## config.mk

```make
export PLATFORM = sky130hd
export DESIGN_NAME = host_arbiter
export DESIGN_NICKNAME = d
export VERILOG_FILES = /design/src/rtl/host_arb_pkg.sv /design/src/rtl/rr_arbiter.sv /design/src/rtl/host_arbiter.sv
export SDC_FILE = /design/constraint.sdc
export NUM_CORES = 1
export LEC_CHECK = 0
export BUFFER_PORTS_ARGS = -buffer_cell sky130_fd_sc_hd__buf_4
export CORE_ASPECT_RATIO = 0.5
export CORE_UTILIZATION = 43
export DETAILED_ROUTE_END_ITERATION = 10
export PLACE_DENSITY = 0.78
export REMOVE_ABC_BUFFERS = 1
export SLEW_MARGIN = 20
export SYNTH_ARGS = -nofsm -noshare
export SYNTH_HDL_FRONTEND = slang
export SYNTH_HIERARCHICAL = 1
export SYNTH_SLANG_ARGS = --single-unit
```

## constraint.sdc

```tcl
create_clock -name clk -period 2.8 [get_ports clk]
set_clock_uncertainty 0.15 [all_clocks]
set_input_delay 0.28 -clock clk [delete_from_list [all_inputs] [get_ports clk]]
set_output_delay 0.28 -clock clk [all_outputs]
set_load 0.01 [all_outputs]
```

## src/rtl/host_arb_pkg.sv

```systemverilog
// Shared types and helpers for the host request/response arbiter.
package host_arb_pkg;

  localparam int HOST_DW = 64;

  typedef logic [HOST_DW-1:0] host_word_t;

  function automatic int id_width(input int n);
    return (n > 1) ? $clog2(n) : 1;
  endfunction

endpackage

```

## src/rtl/rr_arbiter.sv

```systemverilog
// Combinational round-robin picker: first requester at or after ptr, wrapping.
module rr_arbiter
  import host_arb_pkg::*;
#(
  parameter  int N  = 2,
  localparam int IW = id_width(N)
) (
  input  logic [N-1:0]  req,
  input  logic          en,
  input  logic [IW-1:0] ptr,
  output logic [N-1:0]  gnt,
  output logic [IW-1:0] gnt_idx,
  output logic          any
);

  int idx;

  always_comb begin
    gnt     = '0;
    gnt_idx = '0;
    any     = 1'b0;
    idx     = 0;
    if (en) begin
      for (int k = 0; k < N; k++) begin
        idx = (int'(ptr) + k) % N;
        if (!any && req[idx]) begin
          gnt[idx] = 1'b1;
          gnt_idx  = IW'(idx);
          any      = 1'b1;
        end
      end
    end
  end

endmodule

```

## src/rtl/host_arbiter.sv

```systemverilog
// Shares one host request/response channel among NCORES cores: round-robin request
// stage with per-core outstanding limits, and a one-entry routed response stage.
module host_arbiter
  import host_arb_pkg::*;
#(
  parameter  int NCORES  = 2,
  parameter  int MAX_OUT = 2,
  localparam int IDW     = id_width(NCORES)
) (
  input  logic                      clk,
  input  logic                      rst,
  input  logic [NCORES-1:0]         core_req_valid,
  output logic [NCORES-1:0]         core_req_ready,
  input  logic [NCORES*HOST_DW-1:0] core_req,
  output logic [NCORES-1:0]         core_resp_valid,
  input  logic [NCORES-1:0]         core_resp_ready,
  output host_word_t                core_resp,
  output logic                      host_req_valid,
  input  logic                      host_req_ready,
  output logic [IDW-1:0]            host_req_id,
  output host_word_t                host_req,
  input  logic                      host_resp_valid,
  output logic                      host_resp_ready,
  input  logic [IDW-1:0]            host_resp_id,
  input  host_word_t                host_resp,
  output logic                      err_bad_id
);

  localparam int CW = $clog2(MAX_OUT + 1);

  logic [CW-1:0]     cnt [NCORES];
  logic [IDW-1:0]    rr_ptr;
  logic [NCORES-1:0] elig, gnt, inc, dec;
  logic [IDW-1:0]    gnt_idx;
  logic              gnt_any, free;
  host_word_t        sel_word;

  logic              req_vld_p1;
  logic [IDW-1:0]    req_id_p1;
  host_word_t        req_word_p1;
  logic              rsp_vld_p1;
  logic [IDW-1:0]    rsp_id_p1;
  host_word_t        rsp_word_p1;
  logic              err_p1;
  logic              rsp_hs, rsp_bad, rsp_drain;

  assign free = !req_vld_p1 || host_req_ready;

  always_comb begin
    elig = '0;
    for (int i = 0; i < NCORES; i++)
      elig[i] = core_req_valid[i] && (int'(cnt[i]) < MAX_OUT);
  end

  rr_arbiter #(.N(NCORES)) u_rr (
    .req     (elig),
    .en      (free && !rst),
    .ptr     (rr_ptr),
    .gnt     (gnt),
    .gnt_idx (gnt_idx),
    .any     (gnt_any)
  );

  assign core_req_ready = gnt;

  always_comb begin
    sel_word = '0;
    for (int i = 0; i < NCORES; i++)
      if (gnt[i]) sel_word = core_req[i*HOST_DW +: HOST_DW];
  end

  // ---- request stage p1: granted word held until the host takes it
  always_ff @(posedge clk) begin
    if (rst) begin
      req_vld_p1  <= 1'b0;
      req_id_p1   <= '0;
      req_word_p1 <= '0;
      rr_ptr      <= '0;
    end else if (free) begin
      req_vld_p1 <= gnt_any;
      if (gnt_any) begin
        req_id_p1   <= gnt_idx;
        req_word_p1 <= sel_word;
        rr_ptr      <= (int'(gnt_idx) == NCORES - 1) ? '0 : gnt_idx + 1'b1;
      end
    end
  end

  assign host_req_valid = req_vld_p1;
  assign host_req_id    = req_id_p1;
  assign host_req       = req_word_p1;

  // ---- response stage p1: one entry, routed by id
  always_comb begin
    core_resp_valid = '0;
    if (rsp_vld_p1) core_resp_valid[rsp_id_p1] = 1'b1;
  end

  assign rsp_drain       = rsp_vld_p1 && core_resp_ready[rsp_id_p1];
  assign host_resp_ready = !rst && (!rsp_vld_p1 || core_resp_ready[rsp_id_p1]);
  assign rsp_hs          = host_resp_valid && host_resp_ready;
  assign rsp_bad         = int'(host_resp_id) >= NCORES;

  always_ff @(posedge clk) begin
    if (rst) begin
      rsp_vld_p1  <= 1'b0;
      rsp_id_p1   <= '0;
      rsp_word_p1 <= '0;
      err_p1      <= 1'b0;
    end else begin
      err_p1 <= rsp_hs && rsp_bad;
      if (rsp_hs && !rsp_bad) begin
        rsp_vld_p1  <= 1'b1;
        rsp_id_p1   <= host_resp_id;
        rsp_word_p1 <= host_resp;
      end else if (rsp_drain) begin
        rsp_vld_p1 <= 1'b0;
      end
    end
  end

  assign core_resp  = rsp_word_p1;
  assign err_bad_id = err_p1;

  // ---- outstanding counters: grant adds one, delivered response removes one
  assign inc = core_req_valid & core_req_ready;
  assign dec = core_resp_valid & core_resp_ready;

  always_ff @(posedge clk) begin
    if (rst) begin
      for (int i = 0; i < NCORES; i++) cnt[i] <= '0;
    end else begin
      for (int i = 0; i < NCORES; i++) begin
        if (inc[i] && !dec[i])      cnt[i] <= cnt[i] + 1'b1;
        else if (dec[i] && !inc[i]) cnt[i] <= cnt[i] - 1'b1;
      end
    end
  end

  for (genvar g = 0; g < NCORES; g++) begin : g_cnt_chk
    a_no_underflow: assert property (@(posedge clk) disable iff (rst)
      !(dec[g] && !inc[g] && cnt[g] == '0));
  end

endmodule

```

==> run_results.csv, run 1 <==
group,metric,value,unit
setup_path,slowest_stage,"buf_4",
timing,min_period,2.514,ns
min_path,hold_depth,3,
floorplan,die_h,82.07,um
min_path,min_to,"host_req[60]$_SDFFE_PP0P_",
global_route,grt_pass1_wl,28.70,mm
timing,maxSlewViolCount,0,
pwr,clockPowerShare,0.411,
logic_synthesis,synth-seq-area-share,0.5048,
setup_path,path_cells,"nor2b_1, nor2_1, nand2_1, a21oi_4, buf_4, buf_4",
timing,timing.fmax,0.3978,GHz
logic_synthesis,synth-seq-cells,137,
routing,drt_first_pass_iters,5,
setup_path,crit_top_cell,"buf_4",
global_route,grt_pass1_vias,5726,
logic_synthesis,netlist_instances,643,
floorplan,pin_count,337,
setup_path,startpoint_type,"register",
routing,ant_nets,0,
logic_synthesis,avgSynthCellArea,8.574,um^2
pwr,p_per_area,611.8,nW/um^2
layout,layout_common_cells,"buf_4 (345), dfxtp_1 (133), nand2_1 (76)",
cts,clock-sinks,137,
setup_path,path_delay_family,"buffers and inverters",
routing,num_vias,6131,
routing,wl_per_cell,16.23,um
layout,area_growth,69.56,%
logic_synthesis,synth_area_leader_cell,"dfxtp_1",
setup_path,r2r_slack,0.53,ns
setup_path,timing.setup.critical_path_class,"reg -> out",
timing,hold_viol,0,
setup_path,r2r-start,"cnt[0][1]$_SDFFCE_PN0P_",
logic_synthesis,synthDistinctLibCells,33,
cts,numCtsBuffers,17,
setup_path,required,2.37,ns
floorplan,dieWidth,162.1,um
pwr,p_int,4.192,mW
layout,utilization,0.7689,
setup_path,path_max_fanout,41,
timing,fin_hold_ws,0.01864,ns
global_route,grt_max_degree,74,
pwr,power_frac_comb,0.199,
cts,cts_tree,"done",
cts,post_cts_buffers,0,
floorplan,initial_core_util,0.4535,
timing,tightest_slew,0.6715,ns
setup_path,cp-end-kind,"output pin",
routing,route.detailed.drc,0,
cts,clk-insertion-delay-late,0.40,ns
layout,fillCellCount,860,
timing,rsz0062_at_grt,"false",
timing,relSlewSlack,0.5523,
place,dpl.hpwl,12.18,mm
cts,clk_pin_slew,0.06,ns
setup_path,rr_worst_depth,7,
cts,cts-root-buf,"clkbuf_16",
place,place_congestion,0.7847,
floorplan,fp.coreArea,12160,um^2
pwr,swShare,0.2670,
min_path,hp-class,"in -> reg",
layout,antenna_cells,0,
layout,layout_commonest_cell,"buf_4",
pwr,vdd_drop_max,459.0,uV
setup_path,max_stage_delay,0.44,ns
timing,period_share,0.8977,
logic_synthesis,synth_warnings,6,
logic_synthesis,yosysTopAreaCellShare,0.4830,
run,maxCapViolCount,0,
cts,htreeDepth,4,
logic_synthesis,synth_area,5513,um^2
status,status,"finished clean",
logic_synthesis,synth.area.top_cells,"dfxtp_1 (48%), a221oi_1 (10%), nand2b_1 (7.7%)",
floorplan,dieArea,13300,um^2
setup_path,crit_buf_inv,2,
routing,routed_via_density,5.139,
place,io_buffers,335,
timing,finalSetupViolCount,0,
layout,nets,1216,
routing,drtIter0Drc,447,
setup_path,arrival,2.08,ns
setup_path,r2r_end,"host_req[33]$_SDFFE_PP0P_",
pwr,p_switching,1.527,mW
floorplan,rows,28,
global_route,track_usage,0.2732,
pwr,pwr-share-seq,0.390,
cts,cts.path.max_buffers,2,
min_path,min_from,"core_req[124]",
global_route,grt.overflow.total,0,
routing,finalWirelength,19.37,mm
pwr,finalPower,5.719,mW
pwr,p_leak,4.143,nW
layout,drive_gt1_frac,0.3726,
global_route,antenna_found_initial,0,
[cell families (layout without fill, tap and decap cells)]
family,count (synthesis),in the layout,synth area share
simple gates,288,288,0.2460
compound gates,150,150,0.1843
flops,137,137,0.5048
buf+inv,63,448,0.05765
xor+xnor,3,3,0.004767
other cells,1,1,0.0006802
mux,1,1,0.001816
[cell usage after synthesis (all sizes together)]
cell / n
nor2: 70
a31oi: 1
mux2i: 1
buf: 26
a211oi: 4
conb: 1
o21a: 1
o21bai: 2
nor2b: 6
nand2: 76
clkbuf: 33
or3: 1
a221oi: 63
nand2b: 68
a21oi: 12
and2: 1
nand3b: 1
edfxtp: 4
o21ai: 65
nand3: 1
dfxtp: 133
nor3: 64
xnor2: 2
a311oi: 1
xor2: 1
inv: 4
o22ai: 1
[power groups by stage]
stage / Sequential, mW / Clock, mW / Combinational [mW]
floorplan: 2.33 / 0 / 0.373
global placement: 2.26 / 0 / 1.03
detailed placement: 2.26 / 0 / 1.05
CTS: 2.22 / 2.39 / 1.13
global route: 2.25 / 2.49 / 1.23
finish: 2.23 / 2.35 / 1.14
[per-layer routing]
metal  wire (um)  track usage  up-vias
li1            -            -     2995
met3        1227      0.06818       41
met1        7612       0.3067     2854
met5           0            0        -
met2       10030       0.5060      241
met4         499       0.1104        0
[worst reg2reg max path, stage by stage (launching register included)]
cell      delay, ns
edfxtp_1       0.40
nor2b_1        0.35
nand2_1        0.08
a21oi_1        0.35
nor2b_4        0.25
buf_12         0.25
a221oi_1       0.20
nor3_1         0.15
[state kept, by name, summed over array words and instances, names as in the netlist]
name            cells
host_req_id         1
cnt                 4
rr_ptr              1
core_resp          64
rsp_vld_p1          1
rsp_id_p1           1
host_req_valid      1
host_req           64
[final cells by class]
| cell class | instances | area [um^2] | area share |
|---|---|---|---|
| repair buffers | 412 | 3271 | 0.3499 |
| flip-flops and latches | 137 | 2783 | 0.2977 |
| multi-input cells | 443 | 2449 | 0.2619 |
| clock buffers | 18 | 439.2 | 0.04698 |
| well taps | 165 | 206.4 | 0.02209 |
| clock inverters | 14 | 185.2 | 0.01981 |
| inverters | 4 | 15.01 | 0.001606 |
[timing repair]
| action | in CTS | in global routing |
|---|---|---|
| endpoints found under the hold margin | 66 | 0 |
| hold buffers | 66 | 0 |
| resized for setup | 0 | 0 |
[through the flow]
stage,TNS [ns],setup WS (ns),instance area (um^2),instances
after global placement,0,0.6377,8063,1095
final,0,0.2863,9348,1193
after CTS,0,0.2869,9348,1193
after detailed placement,0,0.5500,8063,1095
after global routing,0,0.1858,9348,1193
after floorplan,-346.01,-3.327,5210,584
[how the worst max path moves through the flow]
stage	from	to	slack (ns)	cells after the start
after CTS	cnt[1][1]$_DFFE_PP_	core_req_ready[1]	0.29	5
final	host_req_valid$_SDFFE_PP0N_	core_req_ready[1]	0.29	6
after global placement	cnt[0][1]$_SDFFCE_PN0P_	cnt[1][0]$_DFFE_PP_	0.64	6
after floorplan	host_req_valid$_SDFFE_PP0N_	host_req[62]$_SDFFE_PP0P_	-3.33	7
after detailed placement	cnt[0][1]$_SDFFCE_PN0P_	host_req[39]$_SDFFE_PP0P_	0.55	7
after global routing	host_req_valid$_SDFFE_PP0N_	core_req_ready[1]	0.19	6
Note: power is estimated with default switching activity, not from simulation.
==> run 2, diff against run 1 <==
--- a/config.mk
+++ b/config.mk
@@ -6,10 +6,11 @@
 export NUM_CORES = 1
 export LEC_CHECK = 0
 export BUFFER_PORTS_ARGS = -buffer_cell sky130_fd_sc_hd__buf_4
-export CORE_ASPECT_RATIO = 0.5
-export CORE_UTILIZATION = 43
+export CAP_MARGIN = 5
+export CORE_AREA = 2 2 131 133
 export DETAILED_ROUTE_END_ITERATION = 10
-export PLACE_DENSITY = 0.78
+export DIE_AREA = 0 0 133 135
+export PLACE_DENSITY = 0.63
 export REMOVE_ABC_BUFFERS = 1
 export SLEW_MARGIN = 20
 export SYNTH_ARGS = -nofsm -noshare
==> run 2 against run 1 <==
Net effect:
- non-clock buffer count increased by 15
- clock-buffer cell count increased by 2
- worst hold slack got worse by 0.0033 ns
- routed wire length increased by 5.9%
- critical path depth increased by 1
- sequential share of layout area decreased by 0.76 points
- combinational power increased by 4%
- register-to-register slack got worse by 0.10 ns
- via count decreased by 0.77%
- worst setup slack got worse by 0.073 ns
- sequential cell count unchanged
==> run_results.csv, run 2 (synthesis gave the netlist of run 1 again) <==
group,metric,value,unit
floorplan,die_h,135,um
status,status,"finished clean",
cts,cts_tree,"done",
cts,cts_hold_buf,83,
timing,fin_hold_ws,0.01534,ns
pwr,clockPowerShare,0.392,
setup_path,timing.setup.critical_path_class,"reg -> out",
setup_path,crit_buf_inv,3,
place,place_area,8192,um^2
timing,min_period,2.587,ns
place,place_congestion,0.7923,
floorplan,fp.coreArea,16410,um^2
timing,finalSetupViolCount,0,
min_path,hp-class,"in -> reg",
floorplan,initial_core_util,0.3360,
layout,layout_commonest_cell,"buf_4",
setup_path,path_delay_family,"buffers and inverters",
pwr,finalPower,5.592,mW
timing,hold_viol,0,
pwr,p_switching,1.491,mW
layout,seqCellArea,2783,um^2
global_route,grt.overflow.total,0,
pwr,p_int,4.101,mW
layout,fillCellCount,1460,
routing,routed_via_density,4.817,
cts,cts-root-buf,"clkbuf_16",
setup_path,cp-end-kind,"output pin",
timing,rsz0062_at_grt,"false",
setup_path,crit_top_cell,"buf_12",
cts,clock-sinks,137,
routing,route.detailed.drc,0,
global_route,antenna_found_initial,0,
setup_path,startpoint_type,"register",
layout,antenna_cells,0,
cts,cts_repair_resize_count,0,
routing,ant_nets,0,
global_route,track_usage,0.2212,
routing,drtIter0Drc,329,
pwr,p_per_area,582.9,nW/um^2
layout,design_area,9593,um^2
setup_path,max_stage_delay,0.35,ns
setup_path,slowest_stage,"a21oi_4",
cts,htreeDepth,4,
floorplan,dieWidth,133,um
pwr,p_leak,4.212,nW
run,maxCapViolCount,0,
setup_path,path_cells,"nor2b_1, nor2_1, nand2_1, a21oi_4, buf_12, buf_12, buf_4",
setup_path,path_max_fanout,26,
global_route,grt_max_degree,142,
floorplan,rows,47,
place,dpl.hpwl,13.51,mm
floorplan,dieArea,17960,um^2
layout,layout_common_cells,"buf_4 (337), dfxtp_1 (133), dlygate4sd3_1 (83)",
timing,timing.fmax,0.3866,GHz
routing,wl_per_cell,16.23,um
layout,drive_gt1_frac,0.3634,
timing,maxSlewViolCount,0,
setup_path,required,2.37,ns
routing,num_vias,6084,
layout,area_growth,74.01,%
cts,cts.path.max_buffers,2,
timing,tightest_slew,0.6147,ns
global_route,grt_pass1_wl,31.72,mm
cts,post_cts_buffers,0,
timing,tns,0,ns
pwr,pwr-share-seq,0.398,
routing,finalWirelength,20.50,mm
timing,period_share,0.9239,
cts,clk-insertion-delay-late,0.41,ns
cts,clk_pin_slew,0.06,ns
place,dp_slack,0.4520,ns
layout,multi_input_area,2449,um^2
setup_path,arrival,2.16,ns
timing,relSlewSlack,0.5902,
floorplan,pin_count,337,
routing,drt_first_pass_iters,5,
pwr,vdd_drop_max,404.5,uV
timing,setup_slack,0.2130,ns
pwr,power_frac_comb,0.211,
pwr,swShare,0.2666,
global_route,grt_pass1_vias,6077,
layout,nets,1231,
cts,numCtsBuffers,17,
place,io_buffers,335,
-- run 2: per-layer routing --
metal | up-vias | GRT usage | wire length (um)
li1 | 3020 | - | -
met1 | 2787 | 0.2562 | 8098
met2 | 225 | 0.3794 | 10250
met3 | 52 | 0.05368 | 1364
met4 | 0 | 0.1171 | 786
met5 | - | 0 | 0
-- run 2: path summary, 6_finish.rpt --
check / from / end / slack, ns / cells past startpoint
setup / recovery: host_req_valid$_SDFFE_PP0N_ / core_req_ready[1] / 0.21 / 7
hold / removal: core_req[14] / host_req[14]$_SDFFE_PP0P_ / 0.02 / 3
setup reg to reg: cnt[0][1]$_SDFFCE_PN0P_ / host_req[57]$_SDFFE_PP0P_ / 0.43 / 7
hold reg to reg: host_req_id$_SDFFE_PP0P_ / host_req_id$_SDFFE_PP0P_ / 0.31 / 2
-- run 2: metrics by stage --
step / std cells / util
after floorplan: 584 / -
after global placement: 1148 / 0.4993
after detailed placement: 1148 / 0.4993
after CTS: 1263 / 0.5847
after global routing: 1263 / 0.5847
final: 1263 / 0.5847
-- run 2: worst reg2reg max path, cell delays in order (launching register included) --
cell and delay (ns):
edfxtp_1 0.39, nor2b_1 0.35, nand2_1 0.08, a21oi_1 0.40, nor2b_4 0.31, buf_12 0.28
a221oi_1 0.15, nor3_1 0.18
-- run 2: final cells by class --
class / instances / share of cell area
Sequential cell: 137 / 0.2901
Tap cell: 220 / 0.02869
Multi-Input combinational cell: 443 / 0.2552
Inverter: 4 / 0.001565
Timing Repair Buffer: 427 / 0.3649
Clock inverter: 12 / 0.01291
Clock buffer: 20 / 0.04656
-- run 2: power by group through the flow --
stage               registers (mW)  clock network [mW]  logic, mW
CTS                           2.22                2.24       1.18
floorplan                     2.33                   0      0.373
finish                        2.22                2.19       1.18
global route                  2.24                2.33       1.28
global placement              2.26                   0       1.08
detailed placement            2.26                   0       1.08
==> run 3, diff against run 2 <==
--- a/config.mk
+++ b/config.mk
@@ -5,11 +5,12 @@
 export SDC_FILE = /design/constraint.sdc
 export NUM_CORES = 1
 export LEC_CHECK = 0
+export ABC_AREA = 1
 export BUFFER_PORTS_ARGS = -buffer_cell sky130_fd_sc_hd__buf_4
 export CAP_MARGIN = 5
-export CORE_AREA = 2 2 131 133
+export CORE_AREA = 2 2 130 132
 export DETAILED_ROUTE_END_ITERATION = 10
-export DIE_AREA = 0 0 133 135
+export DIE_AREA = 0 0 132 134
 export PLACE_DENSITY = 0.63
 export REMOVE_ABC_BUFFERS = 1
 export SLEW_MARGIN = 20
==> run 3 against run 2 <==
Net effect:
- critical path depth rose by 5
- worst setup slack worse by 0.048 ns
- via count rose by 9.4%
- non-clock buffer count up 77
- global-route usage up 1.5 points
==> run_results.csv, run 3 <==
group,metric,value,unit
timing,timing.fmax,0.3794,GHz
place,io_buffers,335,
global_route,track_usage,0.2364,
global_route,grt_max_degree,79,
global_route,grt_pass1_vias,6501,
place,dpl.hpwl,13.61,mm
routing,finalWirelength,21.54,mm
floorplan,initial_core_util,0.3348,
timing,tightest_slew,0.6862,ns
cts,cts-root-buf,"clkbuf_16",
logic_synthesis,synthDistinctLibCells,23,
setup_path,path_cells,"dlygate4sd3_1, buf_4, a21oi_1, nand2_1, a21oi_2, inv_1, nor2_4, buf_12, buf_12, a22oi_1, dlygate4sd3_1, a21oi_1",
cts,cts.path.max_buffers,2,
logic_synthesis,yosys-top-cells-count,"nand3_1 (140), dfxtp_1 (133), nand2_1 (82)",
layout,drive_gt1_frac,0.3469,
floorplan,die_h,134,um
layout,utilization,0.6348,
routing,drtIter0Drc,297,
timing,maxSlewViolCount,0,
logic_synthesis,synth-seq-cells,137,
layout,nets,1318,
timing,setup_slack,0.1645,ns
place,dp_slack,0.6065,ns
routing,drt_first_pass_iters,5,
logic_synthesis,synth_edf_count,4,
global_route,antenna_found_initial,0,
logic_synthesis,yosysTopAreaCellShare,0.4882,
logic_synthesis,avgSynthCellArea,8.301,um^2
setup_path,timing.setup.critical_path_class,"in -> reg",
logic_synthesis,synth_warnings,6,
min_path,hold_depth,3,
floorplan,fp.coreArea,16290,um^2
setup_path,arrival,2.83,ns
logic_synthesis,synth_area,5454,um^2
global_route,grt_pass1_wl,33.72,mm
cts,htreeDepth,4,
routing,routed_via_density,4.930,
logic_synthesis,synth.area.top_cells,"dfxtp_1 (49%), nand3_1 (13%), a22oi_1 (8.8%)",
global_route,grt.overflow.total,0,
setup_path,rr_worst_depth,10,
layout,layout_commonest_cell,"buf_4",
pwr,p_per_area,564.7,nW/um^2
routing,route.detailed.drc,0,
setup_path,startpoint_type,"input port",
status,status,"finished clean",
floorplan,dieArea,17690,um^2
setup_path,path_max_fanout,29,
timing,hold_viol,0,
logic_synthesis,synth-seq-area-share,0.5102,
layout,area_growth,89.61,%
pwr,finalPower,5.840,mW
setup_path,cp-end-kind,"register",
run,maxCapViolCount,0,
layout,layout_common_cells,"buf_4 (341), dlygate4sd3_1 (154), nand3_1 (140)",
logic_synthesis,async_flop_share,0,
cts,clock-sinks,137,
timing,period_share,0.9412,
layout,fillCellCount,1315,
layout,antenna_cells,0,
floorplan,pin_count,337,
logic_synthesis,netlist_instances,657,
floorplan,rows,47,
setup_path,max_stage_delay,0.59,ns
pwr,vdd_drop_max,360.6,uV
min_path,hp-class,"in -> reg",
logic_synthesis,synth_area_leader_cell,"dfxtp_1",
routing,ant_nets,0,
logic_synthesis,yosysMostFrequentCell,"nand3_1",
setup_path,required,3.00,ns
timing,rsz0062_at_grt,"false",
logic_synthesis,ys.flop_type,"dfxtp_1",
setup_path,slowest_stage,"dlygate4sd3_1",
floorplan,dieWidth,132,um
setup_path,r2r_slack,0.27,ns
timing,min_period,2.635,ns
routing,wl_per_cell,15.95,um
cts,cts_tree,"done",
cts,numCtsBuffers,17,
routing,num_vias,6655,
place,place_congestion,0.7844,
timing,relSlewSlack,0.5425,
timing,fin_hold_ws,0.005387,ns
cts,clk-insertion-delay-late,0.42,ns
pwr,p_leak,4.780,nW
timing,finalSetupViolCount,0,
cts,clk_pin_slew,0.06,ns
run 3: cell count changes after synthesis, moves of 7 or more:
cell      change
nand3_1     +139
nand2b_1     -68
a22oi_1      +64
nor3_1       -64
a221oi_1     -63
nor2_1       -63
a21oi_1      +61
o21ai_0      +32
o21ai_1      -32
buf_2        +18
inv_1        +11
buf_1         -7
run 3: path summary, 6_finish.rpt:
kind	start	end
setup / recovery	rst	host_req[29]$_SDFFE_PP0P_
setup reg to reg	cnt[0][1]$_SDFFCE_PN0P_	host_req[29]$_SDFFE_PP0P_
hold / removal	host_resp[45]	core_resp[45]$_SDFFE_PP0P_
hold reg to reg	core_resp[23]$_SDFFE_PP0P_	core_resp[23]$_SDFFE_PP0P_
run 3: logic make-up after synthesis:
family | Yosys count | share of synthesized area
compound gates | 203 | 0.2170
other cells | 1 | 0.0006876
flops | 137 | 0.5102
xor+xnor | 2 | 0.003212
simple gates | 233 | 0.1950
buf+inv | 81 | 0.07387
run 3: critical path: cells and delay by family:
| family | cells | cell delay (ns) |
|---|---|---|
| compound gates | 4 | 0.57 |
| simple gates | 2 | 0.24 |
| buf+inv | 6 | 1.73 |
run 3: timing repair:
item                                   CTS  global route
hold buffers                           154             0
setup buffers                            0             4
setup endpoints to repair                0            30
endpoints found under the hold margin  123             0
gates resized for setup                  0             2
run 3: power breakdown:
group | internal, mW | switching, mW | leakage, nW
logic | 0.668 | 0.542 | 3.34
registers | 2.13 | 0.0900 | 1.14
clock network | 1.52 | 0.891 | 0.304
total | 4.32 | 1.52 | 4.78
run 3: final cells by class:
class | instances | area, um^2 | area share
flip-flops and latches | 137 | 2783 | 0.2691
inverters | 18 | 70.07 | 0.006776
well taps | 220 | 275.3 | 0.02662
multi-input cells | 439 | 2300 | 0.2224
clock buffers | 18 | 439.2 | 0.04247
clock inverters | 14 | 192.7 | 0.01863
repair buffers | 504 | 4282 | 0.4140
run 3: per-stage QoR:
stage	std cells	setup TNS, ns	instance area, um^2
floorplan	594	-154.80	5119
global placement	1160	0	8119
detailed placement	1160	0	8119
CTS	1346	0	10290
global route	1350	0	10340
finish	1350	0	10340
run 3: routing by layer:
layer,vias up,part of all wire,global-route usage
li1,3256,-,-
met1,3055,0.39,0.2778
met2,308,0.50,0.4094
met3,36,0.081,0.07105
met4,0,0.023,0.08454
met5,-,0,0
